**config.mk**
```make
export PLATFORM = sky130hd
export DESIGN_NAME = nes_poll_scheduler
export DESIGN_NICKNAME = d
export VERILOG_FILES = /design/src/rtl/nes_poll_scheduler.sv
export SDC_FILE = /design/constraint.sdc
export NUM_CORES = 1
export LEC_CHECK = 0
export CAP_MARGIN = 10
export CORE_ASPECT_RATIO = 0.6
export CORE_MARGIN = 2
export CORE_UTILIZATION = 45
export CTS_CLUSTER_DIAMETER = 120
export CTS_CLUSTER_SIZE = 8
export DETAILED_ROUTE_END_ITERATION = 8
export PLACE_DENSITY = 0.78
export SYNTH_ARGS = -nofsm -noshare
export SYNTH_HDL_FRONTEND = slang
export SYNTH_SLANG_ARGS = --single-unit
```
**constraint.sdc**
```tcl
create_clock -name PCLK -period 3.95 [get_ports PCLK]
set_clock_uncertainty 0.2 [all_clocks]
set_input_delay 0.5925 -clock PCLK [delete_from_list [all_inputs] [get_ports PCLK]]
set_output_delay 0.5925 -clock PCLK [all_outputs]
set_load 0.03 [all_outputs]
```
**src/rtl/nes_poll_scheduler.sv**
```systemverilog
// nes_poll_scheduler: APB3 poller for two NES pads sharing one latch/clock pair.
// Define NES_DEBOUNCE_EN to publish only bits that agree across two polls.
module nes_poll_scheduler #(
    parameter int LATCH_CYC  = 12,
    parameter int HALF_CYC   = 6,
    parameter int PERIOD_RST = 1666667
) (
    input  logic        PCLK,
    input  logic        PRESERN,
    input  logic        PSEL,
    input  logic        PENABLE,
    input  logic        PWRITE,
    input  logic [7:0]  PADDR,
    input  logic [31:0] PWDATA,
    output logic [31:0] PRDATA,
    output logic        PREADY,
    output logic        PSLVERR,
    output logic        latch,
    output logic        clock,
    input  logic        data0,
    input  logic        data1,
    output logic        irq
);
    typedef enum logic [2:0] {
        IDLE, LATCH, SAMPLE, CLK_HI, CLK_LO, DONE_ST
    } state_t;

    localparam logic [15:0] LATCH_LAST = 16'(LATCH_CYC - 1);
    localparam logic [15:0] HALF_LAST  = 16'(HALF_CYC - 1);

    state_t      state;
    logic        en, auto_en, irq_en;
    logic [23:0] period, timer, period_m1;
    logic [15:0] pad, edges, raw, pad_new;
    logic        done, pending;
    logic [7:0]  sh0, sh1;
    logic [2:0]  bitcnt;
    logic [15:0] cnt;
    logic        wr, wr_ctrl, wr_period, wr_status, wr_edge;
    logic        tick, start, trig, abort, finish;
    logic        unused_wdata;

    assign wr        = PSEL & PENABLE & PWRITE;
    assign wr_ctrl   = wr & (PADDR == 8'h00);
    assign wr_period = wr & (PADDR == 8'h04);
    assign wr_status = wr & (PADDR == 8'h08);
    assign wr_edge   = wr & (PADDR == 8'h10);

    assign period_m1 = (period == 24'd0) ? 24'd0 : period - 24'd1;
    assign tick      = en & auto_en & (timer == period_m1);
    assign start     = wr_ctrl & PWDATA[8] & PWDATA[0];
    assign trig      = tick | start;
    assign abort     = wr_ctrl & ~PWDATA[0];
    assign finish    = (state == DONE_ST);
    assign raw       = {sh1, sh0};

    assign PREADY       = 1'b1;
    assign PSLVERR      = 1'b0;
    assign irq          = irq_en & done;
    assign unused_wdata = ^PWDATA[31:24];

`ifdef NES_DEBOUNCE_EN
    // A bit moves only when this poll agrees with the previous raw poll.
    logic [15:0] shadow;
    assign pad_new = (raw & ~(raw ^ shadow)) | (pad & (raw ^ shadow));

    always_ff @(posedge PCLK or negedge PRESERN) begin
        if (!PRESERN)
            shadow <= 16'd0;
        else if (finish)
            shadow <= raw;
    end
`else
    assign pad_new = raw;
`endif

    always_ff @(posedge PCLK or negedge PRESERN) begin
        if (!PRESERN) begin
            en      <= 1'b0;
            auto_en <= 1'b0;
            irq_en  <= 1'b0;
            period  <= 24'(PERIOD_RST);
            timer   <= 24'd0;
        end else begin
            if (wr_ctrl) begin
                en      <= PWDATA[0];
                auto_en <= PWDATA[1];
                irq_en  <= PWDATA[2];
            end
            if (wr_period)
                period <= PWDATA[23:0];
            if (wr_period)
                timer <= 24'd0;
            else if (en & auto_en)
                timer <= tick ? 24'd0 : timer + 24'd1;
        end
    end

    // Hardware set is ORed in after the clear so a same-cycle W1C loses.
    always_ff @(posedge PCLK or negedge PRESERN) begin
        if (!PRESERN) begin
            pad   <= 16'd0;
            edges <= 16'd0;
            done  <= 1'b0;
        end else begin
            done  <= finish | (done & ~(wr_status & PWDATA[1]));
            edges <= (edges & ~(wr_edge ? PWDATA[15:0] : 16'd0))
                   | (finish ? (pad_new & ~pad) : 16'd0);
            if (finish)
                pad <= pad_new;
        end
    end

    always_ff @(posedge PCLK or negedge PRESERN) begin
        if (!PRESERN) begin
            state   <= IDLE;
            latch   <= 1'b0;
            clock   <= 1'b0;
            pending <= 1'b0;
            sh0     <= 8'd0;
            sh1     <= 8'd0;
            bitcnt  <= 3'd0;
            cnt     <= 16'd0;
        end else if (abort) begin
            state   <= IDLE;
            latch   <= 1'b0;
            clock   <= 1'b0;
            pending <= 1'b0;
        end else begin
            unique case (state)
                IDLE: begin
                    if (trig) begin
                        state  <= LATCH;
                        latch  <= 1'b1;
                        cnt    <= 16'd0;
                        bitcnt <= 3'd0;
                    end
                end
                LATCH: begin
                    if (cnt == LATCH_LAST) begin
                        state <= SAMPLE;
                        latch <= 1'b0;
                    end else begin
                        cnt <= cnt + 16'd1;
                    end
                end
                SAMPLE: begin
                    sh0    <= {sh0[6:0], ~data0};
                    sh1    <= {sh1[6:0], ~data1};
                    bitcnt <= bitcnt + 3'd1;
                    cnt    <= 16'd0;
                    if (bitcnt == 3'd7) begin
                        state <= DONE_ST;
                    end else begin
                        state <= CLK_HI;
                        clock <= 1'b1;
                    end
                end
                CLK_HI: begin
                    if (cnt == HALF_LAST) begin
                        state <= CLK_LO;
                        clock <= 1'b0;
                        cnt   <= 16'd0;
                    end else begin
                        cnt <= cnt + 16'd1;
                    end
                end
                CLK_LO: begin
                    if (cnt == HALF_LAST)
                        state <= SAMPLE;
                    else
                        cnt <= cnt + 16'd1;
                end
                DONE_ST: begin
                    if (pending | trig) begin
                        state   <= LATCH;
                        latch   <= 1'b1;
                        cnt     <= 16'd0;
                        bitcnt  <= 3'd0;
                        pending <= 1'b0;
                    end else begin
                        state <= IDLE;
                    end
                end
                default: state <= IDLE;
            endcase
            if (trig && state != IDLE && state != DONE_ST)
                pending <= 1'b1;
        end
    end

    always_comb begin
        PRDATA = 32'd0;
        case (PADDR)
            8'h00:   PRDATA = {29'd0, irq_en, auto_en, en};
            8'h04:   PRDATA = {8'd0, period};
            8'h08:   PRDATA = {30'd0, done, state != IDLE};
            8'h0C:   PRDATA = {16'd0, pad};
            8'h10:   PRDATA = {16'd0, edges};
            default: PRDATA = 32'd0;
        endcase
    end
endmodule

```
==> run_results.csv <==
group,metric,value,unit
sta,worst_slew_pin_slew,0.795,ns
sta,min_period,3.92,ns
finish,insertedDiodeCount,0,
clocking,htree_levels,4,
sta,period_share,0.993,
clocking,cts_root_buf,"clkbuf_16",
clocking,numClockSinks,125,
yosys,syn_area,7640,sq um
sta,hold_viol_final,0,
floorplanning,start_util,0.466,
clocking,cts_tree,"done",
detailed_routing,wire_per_inst,19.2,microns
setup_path,crit_slowest_cell,"or4_1",
power_and_ir_drop,powerDensity,501,nW/um^2
setup_path,critPathMaxStageDelay,0.50,ns
min_path,hp-class,"flop to flop",
detailed_routing,vias,7380,
placed_design,hpwl,15300,microns
outcome,status,"finished, final reports clean",
yosys,synth_seq_cells,125,
yosys,syn_avg_cell_area,9.22,sq um
setup_path,crit_path_cell_trace,"inv_2 -> ha_4 -> nor3b_4 -> nand4_4 -> or4_1 -> and3_4 -> a221o_1 -> or4_4 -> or4_4 -> o21ai_4 -> buf_6 -> mux2i_1 -> a21oi_1",
yosys,synth_warnings,0,
setup_path,critPathMaxFanout,4,
sta,tns,0,ns
finish,drive_above_1_share,0.288,
floorplanning,num_rows,36,
yosys,dominantRegCellSynth,"dfrtp_1",
placed_design,gp_congestion,0.977,
clocking,cts_buffers,17,
detailed_routing,first_iter_violations,1030,
setup_path,crit_family,"simple AND/OR/NAND/NOR gates",
yosys,synth_cell_types,80,
placed_design,dp.cells,1140,
detailed_routing,via_per_inst,6.22,
yosys,synth_edf_count,0,
setup_path,path_buf_inv,2,
floorplanning,die_h,105,microns
setup_path,cp-end-kind,"flop",
sta,slew_headroom,0.469,
setup_path,worst_setup_path_start_kind,"flop",
yosys,yosysSeqAreaShare,0.412,
finish,area_growth,30.3,%
floorplanning,dieWidth,172,microns
power_and_ir_drop,ir_drop,354,uV
finish,fin_cells,1186,
finish,fin_nets,998,
setup_path,cpMostUsedCell,"or4_4",
yosys,yosys.area.top_type,"dfrtp_1",
power_and_ir_drop,cellLeakagePower,4.43,nW
floorplanning,io_pins,84,
sta,rsz0062_at_grt,"yes",
yosys,synthArstFlopShare,1.00,
grt,grt_pass1_vias,6662,
grt,grtUsageTotal,0.249,
detailed_routing,detail-route-antenna-nets,0,
sta,setup_viol,0,
clocking,clk_pin_slew,0.06,ns
clocking,cts_buffer_depth,2,
grt,antenna_found_initial,0,
placed_design,portBuffers,65,
floorplanning,core,16400,sq um
sta,fmax,255,MHz
setup_path,critPathKind,"flop to flop",
floorplanning,dieArea,18100,sq um
finish,multi_input_area,4360,sq um
setup_path,cp.required,4.04,ns
grt,grt-ovfl-total,0,
grt,grt_max_degree,60,
flow_run,cap_violations,0,
yosys,netlist_top_cells_area,"dfrtp_1 (37%), mux2_2 (5.9%), dfstp_2 (4.5%)",
detailed_routing,drc_errors,0,
yosys,yosysTopAreaCellShare,0.367,
finish,n_fill_cell,1323,
sta,slew_violations,0,
clocking,insertion_delay,0.43,ns
setup_path,crit_arrival,4.01,ns
grt,grt_pass1_wl,35300,microns
detailed_routing,totalWireLength,22800,microns
finish,seqCellArea,3150,sq um
detailed_routing,dr.pass1.iters,6,
yosys,syn-instance-count,828,
[path summary, 6_finish.rpt]
check | startpoint | end | slack [ns] | cells past startpoint
max | period[0] | state[1] | 0.03 | 13
min | cnt[15] | cnt[15] | 0.29 | 1
max reg2reg | period[0] | state[1] | 0.03 | 13
min reg2reg | cnt[15] | cnt[15] | 0.29 | 1
max in group asynchronous | PRESERN | period[0] | 2.22 | 3
min in group asynchronous | PRESERN | period[17] | 0.47 | 2
[cells in the mapped netlist, drive strengths merged (3+ instances only)]
cell type,count
or3,13
xnor2,8
o211ai,4
and3,17
a32o,16
nand4b,5
or4,11
dfrtp,112
a222oi,16
nand3b,4
o31ai,18
and2,17
nand2,79
or2,8
inv,39
o21a,3
a21o,12
nor3b,9
nor3,24
nor4,21
a31oi,4
a211oi,3
clkbuf,37
nand3,25
a21oi,17
nand4,10
o21ai,75
ha,6
buf,28
o41ai,4
a221oi,3
mux2,40
nand2b,16
dfstp,13
xor2,9
mux2i,5
nor2,48
nor2b,10
[per-layer routing]
metal | vias to the layer above | global-route usage | wire length, microns
met5 | - | 0 | 0
met4 | 0 | 0.0576 | 291
met3 | 42 | 0.0826 | 2710
met2 | 464 | 0.333 | 9430
met1 | 3582 | 0.383 | 10400
li1 | 3292 | - | -
[power breakdown]
part | switching (mW) | total [mW] | internal (mW)
Combinational | 0.787 | 1.50 | 0.708
Sequential | 0.241 | 1.77 | 1.53
Clock | 0.649 | 1.72 | 1.07
[layout by cell type (no fill, tap or decap), types with 11 or more instances in the layout]
| cell | count |
|---|---|
| a21o_1 | 12 |
| o21ai_2 | 11 |
| buf_4 | 101 |
| clkbuf_16 | 20 |
| mux2_2 | 40 |
| a32o_1 | 16 |
| nor2_1 | 45 |
| nor4_1 | 12 |
| nand2b_1 | 14 |
| dfstp_2 | 13 |
| o31ai_1 | 11 |
| o21ai_1 | 12 |
| and2_1 | 17 |
| and3_1 | 16 |
| o21ai_0 | 51 |
| a21oi_1 | 17 |
| clkdlybuf4s50_1 | 40 |
| a222oi_1 | 16 |
| nor3_1 | 20 |
| nand2_1 | 79 |
| inv_1 | 37 |
| dfrtp_1 | 110 |
| nand3_1 | 24 |
[what timing repair did]
action | 4_1_cts | 5_1_grt
hold buffers | 1 | 0
pin swaps | 4 | 20
setup endpoints to repair | 29 | 41
buffers inserted | 0 | 8
gates resized for setup | 8 | 61
gates cloned | 1 | 4
hold endpoints to repair | 34 | 0
[worst register-to-register path: cells and delay by family, from the launching register on]
| family | cells | cell delay (ns) |
|---|---|---|
| flip-flops | 1 | 0.37 |
| adder cells (fa/ha/maj) | 1 | 0.15 |
| AND/OR/NAND/NOR | 6 | 2.13 |
| multiplexers | 1 | 0.17 |
| buffers and inverters | 2 | 0.20 |
| AO/OA/AOI/OAI | 3 | 0.55 |
[cell type report]
type | instances | area share
multi-input cells | 607 | 0.438
flip-flops and latches | 125 | 0.316
repair buffers | 154 | 0.138
clock buffers | 18 | 0.0431
well taps | 228 | 0.0287
clock inverters | 14 | 0.0207
inverters | 40 | 0.0151
[kinds of logic (layout without fill, tap and decap cells)]
family | Yosys count | after routing | synth area share
flip-flops | 125 | 125 | 0.412
other | 2 | 10 | 0.000983
AND/OR/NAND/NOR | 322 | 323 | 0.237
buffers and inverters | 105 | 226 | 0.0621
adder cells (fa/ha/maj) | 6 | 6 | 0.00983
AO/OA/AOI/OAI | 205 | 205 | 0.190
multiplexers | 45 | 45 | 0.0655
XOR/XNOR | 18 | 18 | 0.0224
[registers in the layout (all words and copies together), names as in the netlist]
| register | cells |
|---|---|
| irq_en | 1 |
| cnt | 16 |
| auto_en | 1 |
| pending | 1 |
| edges | 16 |
| pad | 16 |
| latch | 1 |
| en | 1 |
| sh1 | 8 |
| clock | 1 |
| bitcnt | 3 |
| state | 3 |
| period | 24 |
| sh0 | 8 |
| timer | 24 |
| done | 1 |
[stage by stage]
step	setup WS [ns]	power, mW	util	area [sq um]	hold slack [ns]
4_1_cts	0.0105	4.81	0.581	9520	0.295
3_5_place_dp	-0.0897	3.07	0.539	8830	0.275
6_report	0.0277	4.99	0.607	9950	0.285
2_1_floorplan	0.0160	2.61	-	7670	0.0969
3_3_place_gp	-0.0602	3.02	0.539	8830	0.268
5_1_grt	-0.0970	5.22	0.607	9950	0.307
Note: power is estimated with default switching activity, not from simulation.
